`src/rtl/systolic_load_if.sv`:
```
`default_nettype none
// ============================================================================
// Module      : systolic_load_if
// Description : Row stream, memA write port, memB step port and status
//               signals of the systolic load sequencer.
// Revision    : 1.0 - initial release
// ============================================================================
interface systolic_load_if #(
  parameter int BITS_AB = 8,
  parameter int DIM     = 8
);
  logic                              start;
  logic                              in_valid;
  logic                              in_ready;
  logic [DIM-1:0][BITS_AB-1:0]       in_data;
  logic                              A_WrEn;
  logic [$clog2(DIM)-1:0]            A_row;
  logic [DIM-1:0][BITS_AB-1:0]       A_data;
  logic                              step_en;
  logic [DIM-1:0][BITS_AB-1:0]       B_data;
  logic                              busy;
  logic                              done;

  // Sequencer side
  modport slave (
    input  start, in_valid, in_data,
    output in_ready, A_WrEn, A_row, A_data, step_en, B_data, busy, done
  );

  // Row source / consumer side
  modport master (
    output start, in_valid, in_data,
    input  in_ready, A_WrEn, A_row, A_data, step_en, B_data, busy, done
  );
endinterface
`default_nettype wire

```
`src/rtl/systolic_load_ctrl.sv`:
```
`default_nettype none
// ============================================================================
// Module      : systolic_load_ctrl
// Description : Loads DIM rows of A into memA, streams DIM rows of B into the
//               memB skew pipeline, then issues 2*DIM-1 zero flush steps and
//               pulses done.
// Revision    : 1.0 - initial release
// ============================================================================
module systolic_load_ctrl #(
  parameter int BITS_AB = 8,
  parameter int DIM     = 8
) (
  input  logic           clk,
  input  logic           rst,
  systolic_load_if.slave bus
);

  localparam int c_ROW_W = $clog2(DIM);
  localparam int c_CNT_W = c_ROW_W + 1;
  localparam logic [c_CNT_W-1:0] c_ROW_LAST  = c_CNT_W'(DIM - 1);
  // FLUSH counts 0..2*DIM-2 while stepping; the value 2*DIM-1 marks completion
  localparam logic [c_CNT_W-1:0] c_FLUSH_END = c_CNT_W'(2 * DIM - 1);

  typedef enum logic [1:0] {
    S_IDLE   = 2'd0,
    S_LOAD_A = 2'd1,
    S_LOAD_B = 2'd2,
    S_FLUSH  = 2'd3
  } state_t;

  state_t                      r_state, w_state_nxt;
  logic [c_CNT_W-1:0]          r_cnt, w_cnt_nxt;
  logic                        r_a_wr_en, w_a_wr_en_nxt;
  logic [c_ROW_W-1:0]          r_a_row, w_a_row_nxt;
  logic [DIM-1:0][BITS_AB-1:0] r_a_data, w_a_data_nxt;
  logic                        r_step_en, w_step_en_nxt;
  logic [DIM-1:0][BITS_AB-1:0] r_b_data, w_b_data_nxt;
  logic                        r_busy, w_busy_nxt;
  logic                        r_done, w_done_nxt;
  logic                        w_in_ready;
  logic                        w_accept;

  // Ready is a pure decode of the registered state so it drops with async reset
  assign w_in_ready   = (r_state == S_LOAD_A) || (r_state == S_LOAD_B);
  assign w_accept     = bus.in_valid && w_in_ready;
  assign bus.in_ready = w_in_ready;
  assign bus.A_WrEn   = r_a_wr_en;
  assign bus.A_row    = r_a_row;
  assign bus.A_data   = r_a_data;
  assign bus.step_en  = r_step_en;
  assign bus.B_data   = r_b_data;
  assign bus.busy     = r_busy;
  assign bus.done     = r_done;

  // State register
  always_ff @(posedge clk or posedge rst) begin
    if (rst) begin
      r_state <= S_IDLE;
    end else begin
      r_state <= w_state_nxt;
    end
  end

  // Counter and registered outputs
  always_ff @(posedge clk or posedge rst) begin
    if (rst) begin
      r_cnt     <= '0;
      r_a_wr_en <= 1'b0;
      r_a_row   <= '0;
      r_a_data  <= '0;
      r_step_en <= 1'b0;
      r_b_data  <= '0;
      r_busy    <= 1'b0;
      r_done    <= 1'b0;
    end else begin
      r_cnt     <= w_cnt_nxt;
      r_a_wr_en <= w_a_wr_en_nxt;
      r_a_row   <= w_a_row_nxt;
      r_a_data  <= w_a_data_nxt;
      r_step_en <= w_step_en_nxt;
      r_b_data  <= w_b_data_nxt;
      r_busy    <= w_busy_nxt;
      r_done    <= w_done_nxt;
    end
  end

  // Next state and next output values; strobes default low, data holds
  always_comb begin
    w_state_nxt   = r_state;
    w_cnt_nxt     = r_cnt;
    w_a_wr_en_nxt = 1'b0;
    w_a_row_nxt   = r_a_row;
    w_a_data_nxt  = r_a_data;
    w_step_en_nxt = 1'b0;
    w_b_data_nxt  = r_b_data;
    w_busy_nxt    = r_busy;
    w_done_nxt    = 1'b0;
    case (r_state)
      S_IDLE: begin
        if (bus.start) begin
          w_state_nxt = S_LOAD_A;
          w_cnt_nxt   = '0;
          w_busy_nxt  = 1'b1;
        end
      end
      S_LOAD_A: begin
        if (w_accept) begin
          w_a_wr_en_nxt = 1'b1;
          w_a_row_nxt   = r_cnt[c_ROW_W-1:0];
          w_a_data_nxt  = bus.in_data;
          if (r_cnt == c_ROW_LAST) begin
            w_state_nxt = S_LOAD_B;
            w_cnt_nxt   = '0;
          end else begin
            w_cnt_nxt = r_cnt + 1'b1;
          end
        end
      end
      S_LOAD_B: begin
        // A stall leaves step_en low so memA and memB freeze together
        if (w_accept) begin
          w_step_en_nxt = 1'b1;
          w_b_data_nxt  = bus.in_data;
          if (r_cnt == c_ROW_LAST) begin
            w_state_nxt = S_FLUSH;
            w_cnt_nxt   = '0;
          end else begin
            w_cnt_nxt = r_cnt + 1'b1;
          end
        end
      end
      S_FLUSH: begin
        if (r_cnt == c_FLUSH_END) begin
          w_state_nxt = S_IDLE;
          w_cnt_nxt   = '0;
          w_busy_nxt  = 1'b0;
          w_done_nxt  = 1'b1;
        end else begin
          w_step_en_nxt = 1'b1;
          w_b_data_nxt  = '0;
          w_cnt_nxt     = r_cnt + 1'b1;
        end
      end
      default: begin
        w_state_nxt = S_IDLE;
      end
    endcase
  end

endmodule
`default_nettype wire

```
`src/flat_wrapper.sv`:
```
// flat-port wrapper written by rule: the top's interface ports become plain ports
module systolic_load_ctrl_flat 
#(
  parameter int BITS_AB = 8,
  parameter int DIM     = 8
)
  (clk, rst, bus_start, bus_in_valid, bus_in_data, bus_in_ready, bus_A_WrEn, bus_A_row, bus_A_data, bus_step_en, bus_B_data, bus_busy, bus_done);
  systolic_load_if #(.BITS_AB(BITS_AB), .DIM(DIM)) bus_i ();
  input  logic clk;
  input  logic rst;
  input wire logic [$bits(bus_i.start)-1:0] bus_start;
  input wire logic [$bits(bus_i.in_valid)-1:0] bus_in_valid;
  input wire logic [$bits(bus_i.in_data)-1:0] bus_in_data;
  output wire logic [$bits(bus_i.in_ready)-1:0] bus_in_ready;
  output wire logic [$bits(bus_i.A_WrEn)-1:0] bus_A_WrEn;
  output wire logic [$bits(bus_i.A_row)-1:0] bus_A_row;
  output wire logic [$bits(bus_i.A_data)-1:0] bus_A_data;
  output wire logic [$bits(bus_i.step_en)-1:0] bus_step_en;
  output wire logic [$bits(bus_i.B_data)-1:0] bus_B_data;
  output wire logic [$bits(bus_i.busy)-1:0] bus_busy;
  output wire logic [$bits(bus_i.done)-1:0] bus_done;
  assign bus_i.start = bus_start;
  assign bus_i.in_valid = bus_in_valid;
  assign bus_i.in_data = bus_in_data;
  assign bus_in_ready = bus_i.in_ready;
  assign bus_A_WrEn = bus_i.A_WrEn;
  assign bus_A_row = bus_i.A_row;
  assign bus_A_data = bus_i.A_data;
  assign bus_step_en = bus_i.step_en;
  assign bus_B_data = bus_i.B_data;
  assign bus_busy = bus_i.busy;
  assign bus_done = bus_i.done;
  systolic_load_ctrl #(.BITS_AB(BITS_AB), .DIM(DIM)) u_core (.clk(clk), .rst(rst), .bus(bus_i));
endmodule
```
`config.mk`:
```
export PLATFORM = sky130hd
export DESIGN_NAME = systolic_load_ctrl_flat
export DESIGN_NICKNAME = d
export VERILOG_FILES = /design/src/rtl/systolic_load_if.sv /design/src/rtl/systolic_load_ctrl.sv /design/src/flat_wrapper.sv
export SDC_FILE = /design/constraint.sdc
export NUM_CORES = 1
export LEC_CHECK = 0
export CAP_MARGIN = 20
export CORE_MARGIN = 4
export CORE_UTILIZATION = 45
export CTS_CLUSTER_DIAMETER = 100
export DETAILED_ROUTE_END_ITERATION = 8
export GPL_TIMING_DRIVEN = 0
export PLACE_DENSITY_LB_ADDON = 0.08
export SYNTH_ARGS = -nofsm -noshare
export SYNTH_HDL_FRONTEND = slang
export SYNTH_SLANG_ARGS = --single-unit
```
`constraint.sdc`:
```
create_clock -name clk -period 5.95 [get_ports clk]
set_clock_uncertainty 0.05 [all_clocks]
set_input_delay 0.595 -clock clk [delete_from_list [all_inputs] [get_ports clk]]
set_output_delay 0.595 -clock clk [all_outputs]
set_load 0.01 [all_outputs]
```
* Yosys cells after proc, flatten, opt, wreduce, memory -nomap -nowiden
Index checks and enable logic that the tools add are counted. W data, S select, Z words.
Word-level totals: bits in read-only memories 0, memories kept 0, latch bits 0, register bits after elaboration 141, RAM bits 0, word-level logic and storage cells 72
Operators by class: shift-type cells 0, add/subtract/negate cells 1, $mul 0, magnitude comparators 0, bitwise logic cells 0, reduce and logical (&&, ||, !) cells 11, equality and inequality tests 13, div/mod/pow operators 0, multiplexer cells 24
Operators by type and width (number):
- $mux W64 | 2
- $pmux W64 S2 | 1
- $mux W4 | 4
- $mux W2 | 6
- $pmux W4 S3 | 1
- $ne A2 B1 Y1 const B | 4
- $ne A2 B2 Y1 const B | 4
- $pmux W2 S4 | 1
- $mux W1 | 7
- $reduce_and A3 Y1 | 2
- $reduce_and A6 Y1 | 1
- $add A4 B1 Y4 const B | 1
- $eq A2 B2 Y1 const B | 2
- $eq A4 B3 Y1 const B | 1
- $eq A4 B4 Y1 const B | 1
- $pmux W1 S2 | 2
- $reduce_and A2 Y1 | 2
- $reduce_bool A2 Y1 | 2
- $eq A2 B1 Y1 const B | 1
- $logic_not A2 Y1 | 1
- $reduce_or A2 Y1 | 1
- $logic_and A1 B1 Y1 | 1
- $logic_or A1 B1 Y1 | 1

* Longest topological paths before layout
depth after elaboration 5, gate-level depth with buffers 8, gate-level depth less buffers 6

* Least setup slack after synthesis
Ideal clock, no wire load.
path kind flip-flop to flip-flop, from register u_core.r_state[1], to register u_core.r_a_data, in the netlist u_core.bus.A_data[61], cell stages (with the launch flop) 7, data required time 5775 ps, setup time 125 ps, arrival time 1739 ps, setup slack 4036 ps, period minus slack after synthesis 1914 ps, cell sequence dfrtp_1 > inv_1 > ha_1 > nand3_2 > inv_2 > buf_6 > mux2_2
Between the ends: longest elaborated chain between the ends 4, elaborated cells on any way between the ends 5, classes of those cells eq/ne (2); reduce/logical (3)
RTL lines:
- start: declaration | line systolic_load_ctrl.sv:31 | state_t r_state, w_state_nxt;
- start signal: assignment | line systolic_load_ctrl.sv:60 | r_state <= w_state_nxt;
- $eq A2 B1 Y1 or $eq A2 B2 Y1 (tied branches) | line systolic_load_ctrl.sv:44 | assign w_in_ready = (r_state == S_LOAD_A) || (r_state == S_LOAD_B);
- $logic_or A1 B1 Y1 (*) | line systolic_load_ctrl.sv:44
- via bus_in_ready | line flat_wrapper.sv:14 | output wire logic [$bits(bus_i.in_ready)-1:0] bus_in_ready;
- $logic_and A1 B1 Y1 (*) | line systolic_load_ctrl.sv:45 | assign w_accept = bus.in_valid && w_in_ready;
- $reduce_and A2 Y1 (no line) (*)
- end signal: assignment | line systolic_load_ctrl.sv:79 | r_a_data <= w_a_data_nxt;
- end: declaration | line systolic_load_ctrl.sv:35 | logic [DIM-1:0][BITS_AB-1:0] r_a_data, w_a_data_nxt;
The timed path passes the listed nets; every way through them passes the cells marked *. A chain may end at the register's enable or synchronous reset.

* Worst setup path after layout
from register u_core.r_state[1], to output port bus_in_ready
Between the ends: longest elaborated chain between the ends 2, elaborated cells on any way between the ends 3, classes of those cells eq/ne (2); reduce/logical (1)
RTL lines (line):
- $eq A2 B1 Y1 or $eq A2 B2 Y1 (tied branches) | systolic_load_ctrl.sv:44
- $logic_or A1 B1 Y1 (*) | systolic_load_ctrl.sv:44
- end: declaration | flat_wrapper.sv:14
Every way passes the cells marked *; elsewhere a longest branch is shown, timed or not.

==> metrics.md <==
| Metric | Value |
|---|---|
| Grt total ovfl | 0 |
| RD Place Congestion | 0.803 |
| DP HPWL | 11100 microns |
| Initial antenna violation count | 0 |
| Comb pwr share | 0.487 |
| Worst slack, placed | 3.50 ns |
| Flops & latches, synth | 141 |
| # diodes | 0 |
| CP endpoint kind | primary output |
| Antenna Nets Post-Route | 0 |
| Reg power frac | 0.320 |
| Syn nets | 552 |
| IR drop worst, VDD | 0.000295 V |
| WS Path Type | reg2out |
| Synthesized cell area | 0.00581 sq mm |
| DR DRC count | 0 |
| Final net count | 775 |
| Die Y | 122 microns |
| RSZ-0062 raised after global routing | false |
| Hold Vio Cnt, Final | 0 |
| Final slew viol count | 0 |
| CP max-delay cell | clkdlybuf4s50_1 |
| Routed via count | 4356 |
| Die X | 122 microns |
| Top cells by area, synth | dfrtp_1 61%, mux2_2 9.3%, nand2_1 8.3%, nand3b_1 8.3%, mux2_1 3.7% |
| Root buf cell | clkbuf_16 |
| Cells along the critical path | inv_1 > ha_1 > clkdlybuf4s50_1 |
| Clock buffer depth | 2 |
| Layout Cells excl Fill | 886 |
| Yosys top cell by area | dfrtp_1 |
| Final worst-path cycle share | 0.437 |
| Post-synthesis average cell area | 12.1 sq um |
| Area grow syn2layout | 49.0% |
| Int Pwr | 0.00340 W |
| Tightest Hold Check Type | reg2reg |
| Ys async rst share | 1.00 |
| Max_cap viols | 0 |
| Synth cell types | 35 |
| Min Tclk post-route | 2.60 ns |
| Yosys warning count | 0 |
| Hold-fix buffers, CTS | 0 |
| Arr. time, crit path | 1.95 ns |
| Synth Instances | 478 |
| Drt via density | 4.92 |
| Share of cells above drive strength 1 | 0.150 |
| Starting density of the core | 0.460 |
| Tot GR Track Use | 0.219 |
| Slowest Stage Delay on Critical Path | 0.61 ns |
| Placed Cells | 854 |
| Core Area | 0.0126 sq mm |
| Setup Buffers After CTS | 0 |
| Most common cell in the netlist | dfrtp_1 |
| Pwr/cell area | 599 mW/mm^2 |
| Worst skew pair latency | 0.41 ns |
| Worst slew margin | 0.581 |
| Status | completed |
| Clock Power Share | 0.193 |
| Vias in the first global route | 4751 |
| Die area | 0.0148 sq mm |
| Post_cts resized | 0 |
| Fmax | 385 MHz |
| Post-synth top cells | 141 x dfrtp_1, 129 x nand2_1, 64 x nand3b_1 |
| R2R setup slack | 3.75 ns |
| Seq/Total Area, Yosys | 0.608 |
| PortBufs | 203 |
| CP bufs+invs | 2 |
| Row cnt | 41 |
| Hold WS | 0.413 ns |
| Number of placed I/O pins | 204 |
| EDFF count, synth | 0 |
| Switching Power | 0.00178 W |
| WL/cell | 17.3 microns |
| CP top delay family | buffers and inverters |
| Worst Slack Setup Final | 3.35 ns |
| Setup violators final | 0 |
| Largest net degree at the start of global routing | 75 |
| Maximum fanout along the worst path | 8 |
| Worst-margin pin slew | 0.629 ns |
| Switching share of total power | 0.343 |
| Clock-pin transition on the worst setup and hold timing paths | 0.05 ns |
| Synth top area share | 0.608 |
| CTS H-tree depth | 4 |
| Starting DRT DRC Count | 233 |
| Sink Count | 141 |
| TritonCTS buffer count | 17 |
| TritonCTS clock tree | yes |
| Drt total wl | 15300 microns |
| Top FF cell, synth | dfrtp_1 |
| Leakage Power | 3.92 nW |
| TritonRoute pass-1 iters | 4 |
| First-pass GRT wire length | 24900 microns |
| Startpoint types | flop |
| Worst endpoint required time | 5.31 ns |
-- stage by stage --
stage / util / total power, W / setup TNS, ns / instance area (sq um)
floorplan: - / 0.00292 / 0 / 5810
global placement: 0.638 / 0.00414 / -42.75 / 8050
detailed placement: 0.641 / 0.00422 / 0 / 8090
CTS: 0.686 / 0.00524 / 0 / 8650
global route: 0.686 / 0.00555 / 0 / 8650
finish: 0.686 / 0.00518 / 0 / 8650
-- worst min-delay path: stages (launching register included) --
cell	delay, ns
dfrtp_1	0.34
nand2_1	0.05
nand2_1	0.05
-- cell families (layout without fill, tap and decap cells) --
logic type               count (synthesis)  after routing  share of synthesized area
flip-flops                             141            141                      0.608
buffers and inverters                   35            271                     0.0381
AO/OA/AOI/OAI                           18             18                     0.0231
AND/OR/NAND/NOR                        208            208                      0.182
multiplexers                            70             70                      0.136
adder cells (fa/ha/maj)                  6              6                     0.0129
-- worst paths after layout --
check,start,end,cells past startpoint
max,u_core.r_state[1]$_DFFE_PP0P_,bus_in_ready,3
min,u_core.bus.B_data[26]$_DFFE_PP0P_,u_core.bus.B_data[26]$_DFFE_PP0P_,2
max reg2reg,u_core.r_state[1]$_DFFE_PP0P_,u_core.bus.A_data[8]$_DFFE_PP0P_,6
min reg2reg,u_core.bus.B_data[26]$_DFFE_PP0P_,u_core.bus.B_data[26]$_DFFE_PP0P_,2
max in group asynchronous,rst,u_core.bus.A_data[26]$_DFFE_PP0P_,3
min in group asynchronous,rst,u_core.bus.A_data[52]$_DFFE_PP0P_,2
-- state kept, by name, indices dropped and copies added, names as in the netlist --
register / flops
u_core.bus.step_en: 1
u_core.bus.A_data: 64
u_core.r_cnt: 4
u_core.r_state: 2
u_core.bus.done: 1
u_core.bus.B_data: 64
u_core.bus.A_row: 3
u_core.bus.busy: 1
u_core.bus.A_WrEn: 1
-- layer usage --
metal  part of all wire  GRT usage
met1               0.41      0.260
met2               0.50      0.367
met3              0.079     0.0854
met4              0.012     0.0714
met5                  0          0
-- power by group through the flow --
stage / Sequential [W] / Clock [W] / Combinational (W)
after floorplan: 0.00186 / 0 / 0.00106
after global placement: 0.00164 / 0 / 0.00250
after detailed placement: 0.00167 / 0 / 0.00255
after CTS: 0.00166 / 0.00102 / 0.00256
after global routing: 0.00172 / 0.00106 / 0.00276
final: 0.00166 / 0.00100 / 0.00252
-- layout make-up --
class / instances / area [sq um]
timing repair buffer: 204 / 2060
tap: 172 / 215
sequential: 141 / 3530
fill: 1032 / 3970
multi-input combinational: 302 / 2060
inverter: 6 / 27.5
clock inverter: 7 / 60.1
clock buffer: 25 / 505
buffer: 29 / 199
-- cell usage in the layout (no fill, tap or decap), types with 2 or more instances in the layout --
cell / netlist / final
clkdlybuf4s50_1: 0 / 203
dfrtp_1: 141 / 141
nand2_1: 129 / 129
nand3b_1: 64 / 64
mux2_2: 48 / 48
mux2_1: 19 / 19
clkbuf_16: 0 / 17
clkbuf_1: 8 / 11
buf_4: 7 / 7
buf_2: 7 / 7
buf_6: 6 / 6
o21ai_0: 6 / 6
clkbuf_8: 1 / 6
ha_1: 6 / 6
clkinv_2: 0 / 6
inv_1: 5 / 4
nor2_1: 3 / 3
a21o_1: 3 / 3
nand4_1: 2 / 2
nand3_1: 2 / 2
mux2i_1: 2 / 2
a22o_1: 2 / 2
a21oi_1: 2 / 2
Power figures use the tool's default switching activity.
